===== src/rtl/div_iter.sv =====
// div_iter: iterative restoring divider, one quotient bit per cycle, signed/unsigned, with E-stage stall.
module div_iter #(
  parameter int WIDTH = 32
) (
  input  logic               clk,
  input  logic               resetn,
  input  logic               start_i,
  input  logic               signed_i,
  input  logic [WIDTH-1:0]   opdata1_i,
  input  logic [WIDTH-1:0]   opdata2_i,
  input  logic               annul_i,
  output logic [2*WIDTH-1:0] result_o,
  output logic               ready_o,
  output logic               stall_o
);
  localparam int CW = $clog2(WIDTH + 1);
  typedef enum logic [1:0] {IDLE, ZERO, BUSY, DONE} state_t;
  state_t             state_q, state_d;
  logic [CW-1:0]      cnt_q, cnt_d;
  logic [WIDTH-1:0]   rem_q, rem_d, quo_q, quo_d, dvs_q, dvs_d;
  logic               qneg_q, qneg_d, rneg_q, rneg_d;
  logic [2*WIDTH-1:0] res_q, res_d;
  logic [WIDTH:0]     trial, diff;
  logic [WIDTH-1:0]   q_step, r_step, q_fin, r_fin;
  logic               accept, last;
  assign accept = state_q == IDLE && start_i && !annul_i;
  assign last   = cnt_q == CW'(WIDTH - 1);
  always_ff @(posedge clk or negedge resetn)
    if (!resetn) state_q <= IDLE;
    else         state_q <= state_d;
  always_comb begin
    state_d = IDLE;
    if (!annul_i)
      case (state_q)
        IDLE:    state_d = !start_i ? IDLE : (opdata2_i == '0 ? ZERO : BUSY);
        BUSY:    state_d = last ? DONE : BUSY;
        ZERO:    state_d = DONE;
        default: state_d = IDLE;
      endcase
  end
  always_comb begin
    ready_o = state_q == DONE && !annul_i;
    stall_o = resetn && !annul_i && ((state_q == IDLE && start_i) || state_q == ZERO || state_q == BUSY);
  end
  // trial is the WIDTH+1-bit partial remainder; its sign after subtracting decides restore vs keep
  always_comb begin
    trial  = {rem_q, quo_q[WIDTH-1]};
    diff   = trial - {1'b0, dvs_q};
    r_step = diff[WIDTH] ? trial[WIDTH-1:0] : diff[WIDTH-1:0];
    q_step = {quo_q[WIDTH-2:0], ~diff[WIDTH]};
    q_fin  = qneg_q ? -q_step : q_step;
    r_fin  = rneg_q ? -r_step : r_step;
    cnt_d  = accept ? '0 : (state_q == BUSY ? CW'(cnt_q + 1'b1) : cnt_q);
    rem_d  = accept ? '0 : (state_q == BUSY ? r_step : rem_q);
    quo_d  = accept ? (signed_i && opdata1_i[WIDTH-1] ? -opdata1_i : opdata1_i)
                    : (state_q == BUSY ? q_step : quo_q);
    dvs_d  = accept ? (signed_i && opdata2_i[WIDTH-1] ? -opdata2_i : opdata2_i) : dvs_q;
    qneg_d = accept ? signed_i && (opdata1_i[WIDTH-1] ^ opdata2_i[WIDTH-1]) : qneg_q;
    rneg_d = accept ? signed_i && opdata1_i[WIDTH-1] : rneg_q;
    res_d  = annul_i ? res_q
           : state_q == ZERO ? '0
           : state_q == BUSY && last ? {r_fin, q_fin} : res_q;
  end
  always_ff @(posedge clk or negedge resetn)
    if (!resetn) begin
      cnt_q  <= '0;
      rem_q  <= '0;
      quo_q  <= '0;
      dvs_q  <= '0;
      qneg_q <= 1'b0;
      rneg_q <= 1'b0;
      res_q  <= '0;
    end else begin
      cnt_q  <= cnt_d;
      rem_q  <= rem_d;
      quo_q  <= quo_d;
      dvs_q  <= dvs_d;
      qneg_q <= qneg_d;
      rneg_q <= rneg_d;
      res_q  <= res_d;
    end
  assign result_o = res_q;
endmodule


===== config.mk =====
export PLATFORM = sky130hd
export DESIGN_NAME = div_iter
export DESIGN_NICKNAME = d
export VERILOG_FILES = /design/src/rtl/div_iter.sv
export SDC_FILE = /design/constraint.sdc
export NUM_CORES = 1
export LEC_CHECK = 0
export CORE_MARGIN = 2
export CORE_UTILIZATION = 60
export DETAILED_ROUTE_END_ITERATION = 10
export PLACE_DENSITY = 0.84
export SYNTH_ARGS = -nofsm -noshare
export SYNTH_HDL_FRONTEND = slang
export SYNTH_SLANG_ARGS = --single-unit

===== constraint.sdc =====
create_clock -name clk -period 14.25 [get_ports clk]
set_input_delay 2.85 -clock clk [delete_from_list [all_inputs] [get_ports clk]]
set_output_delay 2.85 -clock clk [all_outputs]
set_load 0.01 [all_outputs]

# After elaboration in Yosys (flattened, before gate mapping)
# Cells that the tools add are included.
dict set report totals {
  regBits 170
  out_inout_bits 66
  elab_cells 56
}
dict set report classes {
  add_sub_neg 6
  eq_ne 4
  mux 18
  bitwise_logic 3
  n_reduce_logical 17
}
# cell count
set op_table {}
lappend op_table {{two-way mux 32 bit} 9}
lappend op_table {{two-way mux 64 bit} 2}
lappend op_table {{negator 32 bit} 4}
lappend op_table {{subtractor 33 x 32 -> 33 bit} 1}
lappend op_table {{zero test 32 bit} 1}
lappend op_table {{two-way mux 6 bit} 2}
lappend op_table {{logical AND 1 bit} 9}
lappend op_table {{adder 6 x 1 -> 6 bit, second input constant} 1}
lappend op_table {{== test 6 x 5 -> 1 bit, second input constant} 1}
lappend op_table {{two-way mux 2 bit} 3}
lappend op_table {{case mux 2 bit (3 select lines)} 1}
lappend op_table {{== test 2 bit, second input constant} 2}
lappend op_table {{nonzero test 2 bit} 2}
lappend op_table {{== test 2 x 1 -> 1 bit, second input constant} 1}
lappend op_table {{zero test 2 bit} 1}
lappend op_table {{logical OR 1 bit} 2}
lappend op_table {{inverter 1 bit} 2}
lappend op_table {{AND reduction 2 bit} 1}
lappend op_table {{zero test 1 bit} 1}
lappend op_table {{two-way mux 1 bit} 1}
lappend op_table {{bitwise XOR 1 bit} 1}

# Longest topological paths before layout
dict set report logic_depth {
  word_depth 6
  ltp_mapped 25
  depth_no_buf 22
}

# Least setup slack after synthesis
# No wires, ideal clock.
dict set report synth_path {
  path_kind {input -> output}
  from {input port annul_i}
  to {output port stall_o}
  arrival_time_ns 3.173
  path_slack_ns 8.227
  cell_stages 2
  path_buffers 0
  path_cell_list {nand2b_1 > a21oi_1}
}
dict set report synth_between {
  elab_chain_len 3
}
# item line
set synth_rtl {}
lappend synth_rtl {{start: declaration} 11} ;# input logic annul_i,
lappend synth_rtl {{zero test 1 bit} 43} ;# stall_o = resetn && !annul_i && ((state_q == IDLE && start_i) || state_q == ZERO || state_q == BUSY);
lappend synth_rtl {{logical AND 1 bit (2 in series)} 43}
lappend synth_rtl {{end: declaration} 14} ;# output logic stall_o
# No other way between the ends.

# Worst setup path in the final report
# Ends and elaborated chain as after synthesis.

==> reports/metrics.csv <==
stage,metric,value,unit
place,gp_congestion,1.000,
drt,firstDrtPassIters,6,
timing,slew_headroom,0.2320,
power_and_ir_drop,pwr-share-seq,0.248,
timing,finalCritPeriodShare,0.5005,
floorplan,start_util,0.6060,
drt,vias_per_cell,6.175,
floorplan,die_h,146.3,um
worst_hold_path,min_path_cells,2,
cts,post_cts_resized,0,
synthesis,synth_edf_count,0,
floorplan,num_rows,52,
timing,clock_skew,0.01390,ns
worst_hold_path,hold_class,flop to flop,
synthesis,postSynthAreaPerCell,8.256,um^2
final_layout,diodes,0,
drt,wl_met3,2.853,mm
grt,grt_pass1_vias,10280,
drt,routed_wirelength,33.21,mm
cts,path_clk_slew,0.07,ns
final_layout,fin_util,0.7105,
timing,report.final.hold_viol_count,0,
power_and_ir_drop,ir_worst_vdd,0.0001255,V
critical_path,end_kind,output port,
synthesis,ys.flop_type,dfrtp_1,
worst_hold_path,hold_end,dvs_q[12]$_DFFE_PN0P_,
cts,cts_setup_buffers,0,
grt,track_usage,0.3119,
status,status,completed,
synthesis,async_reset_ff_frac,1.000,
grt,antenna_found_initial,0,
cts,clkLatencyLatePin,0.45,ns
timing,setup_violations,0,
drt,wl_met1,15.54,mm
power_and_ir_drop,combPwrFrac,0.600,
final_layout,drive_above_1_share,0.04517,
critical_path,rr_endpoint,result_o[56]$_DFFE_PN0P_,
timing,worst_pin_slew,1.123,ns
place,post-dp-hpwl,24.71,mm
power_and_ir_drop,power_density,219.5,nW/um^2
synthesis,syn_nets,1583,
critical_path,cp.required,11.40,ns
cts,h-tree-depth,4,
floorplan,die_w,146.3,um
critical_path,regToRegSetupSlack,7.85,ns
drt,wl_met2,14.47,mm
drt,wl_per_cell,18.03,um
power_and_ir_drop,power.internal,1.557,mW
synthesis,postSynthCellCount,1471,
grt,grt_pass1_wl,53.92,mm
synthesis,synth_area,12140,um^2
synthesis,ys_seq_elements,170,
final_layout,final_nets,1671,
critical_path,reg2reg_depth,21,
synthesis,synth_cell_types,72,
drt,postRouteAntennaNets,0,
cts,cts.sinks,170,
final_layout,layout_common_cells,"nand2_1, o21ai_0, dfrtp_1, clkdlybuf4s50_1, nor2_1",
power_and_ir_drop,swShare,0.5018,
grt,grt_max_degree,109,
power_and_ir_drop,power.leakage,5.903,nW
timing,rsz0062_at_grt,no,
timing,timing.fmax,140.2,MHz
power_and_ir_drop,switchingPower,1.568,mW
floorplan,io_pins,135,
critical_path,worst_ep_arrival_time,4.28,ns
final_layout,layout_commonest_cell,nand2_1,
timing,slew_viol_final,0,
drt,num_vias,11380,
power_and_ir_drop,pwr-share-clk,0.152,
cts,cts_made_buffers,17,
cts,cts-root-buf,clkbuf_16,
drt,top_layer,met4,
floorplan,die_area,21390,um^2
timing,finalSetupTns,0,ns
critical_path,crit_fanout,8,
cts,hold_buffers,0,
timing,period_minus_slack,7.133,ns
drt,drt_first_iter_violations,1376,
final_layout,fillers,1597,
place,port_buffers,134,
critical_path,critPathLaunchType,primary input,
drt,drc,0,
worst_hold_path,hp-start,dvs_q[12]$_DFFE_PN0P_,
final_layout,syn_to_final_growth,17.24,%
flow_run,cap_viol_max_count,0,
cts,ctsLongestPathBuffers,2,
synthesis,ys_seq_area_frac,0.3503,
cts,cts_tree,built,
floorplan,core_area,20040,um^2
critical_path,worstSetupPathType,primary input to output port,
grt,overflow,0,
synthesis,yosys_warnings,0,
critical_path,timing.rr.start,quo_q[31]$_DFFE_PN0P_,
==> sequential cells by signal, summed over array words and instances (netlist names) <==
name and cells:
rneg_q 1, qneg_q 1, rem_q 32, state_q 2, dvs_q 32, quo_q 32
cnt_q 6, result_o 64
==> through the flow <==
step / setup WS, ns / power, mW / instance area (um^2) / hold slack, ns / std cells
3_5_place_dp: 7.122 / 2.588 / 13630 / 0.4696 / 1810
2_1_floorplan: 8.227 / 2.052 / 12140 / 0.4498 / 1471
6_report: 7.117 / 3.125 / 14240 / 0.4796 / 1842
3_3_place_gp: 7.136 / 2.543 / 13630 / 0.4602 / 1810
4_1_cts: 7.117 / 3.079 / 14240 / 0.4856 / 1842
5_1_grt: 7.072 / 3.326 / 14240 / 0.5049 / 1842
==> Yosys cell counts, drive strengths merged, types with 4 or more instances <==
master	count	area (um^2)
a2111oi	4	36.29
a211oi	35	262.8
a21boi	5	37.54
a21o	9	67.56
a21oi	77	385.4
a22o	6	52.55
a311oi	6	52.55
a31oi	12	75.07
and2	12	75.08
and3	4	25.02
buf	11	46.30
clkbuf	62	232.7
dfrtp	170	4254
ha	42	525.5
inv	57	214.0
mux2	7	78.83
mux2i	60	600.6
nand2	207	777.0
nand2b	10	62.56
nand3	23	115.1
nand4	12	75.07
nor2	114	427.9
nor2b	7	43.79
nor3	31	155.2
nor3b	4	30.03
nor4	19	118.9
o211ai	9	67.56
o21a	6	45.04
o21ai	181	905.9
o21bai	7	52.55
o31ai	28	210.2
o41ai	14	130.1
or2	8	52.55
or3	15	103.9
or4	15	127.6
xnor2	63	551.8
xor2	73	639.4
==> metal layers <==
layer	up-vias	GRT usage
met5	-	0
met4	0	0.05777
met3	40	0.04125
met2	498	0.4587
met1	5379	0.4962
li1	5458	-
==> worst max-delay path by stage <==
| stage | start | end |
|---|---|---|
| after floorplan | annul_i | stall_o |
| after detailed placement | annul_i | stall_o |
| final | annul_i | stall_o |
| after global placement | annul_i | stall_o |
| after global routing | annul_i | stall_o |
| after CTS | annul_i | stall_o |
==> power by group through the flow <==
stage	Sequential (mW)	Clock (mW)	Combinational, mW
3_5_place_dp	0.775	0	1.81
6_report	0.776	0.476	1.87
3_3_place_gp	0.767	0	1.78
5_1_grt	0.794	0.496	2.04
4_1_cts	0.769	0.477	1.83
2_1_floorplan	0.725	0	1.33
==> critical path, cell delays in order <==
cell and delay (ns):
clkdlybuf4s50_1 0.55, nand2b_1 0.21, a21oi_1 0.12, clkdlybuf4s50_1 0.55
==> cell type report <==
| class | instances | area, um^2 | area share |
|---|---|---|---|
| clock buffers | 17 | 425.4 | 0.02988 |
| clock inverters | 15 | 183.9 | 0.01292 |
| inverters | 57 | 214.0 | 0.01503 |
| multi-input cells | 1171 | 7420 | 0.5211 |
| flip-flops and latches | 170 | 4254 | 0.2988 |
| well taps | 270 | 337.8 | 0.02373 |
| repair buffers | 142 | 1403 | 0.09852 |
==> kinds of logic (layout without fill, tap and decap cells) <==
kind of cell    after synthesis  in the layout  synth area share
simple gates                492            492            0.1881
compound gates              433            433            0.2220
flops                       170            170            0.3503
xor+xnor                    136            136           0.09808
buf+inv                     130            231           0.04059
mux                          67             67           0.05595
fa+ha+maj                    43             43           0.04492
Note: power is estimated with default switching activity, not from simulation.
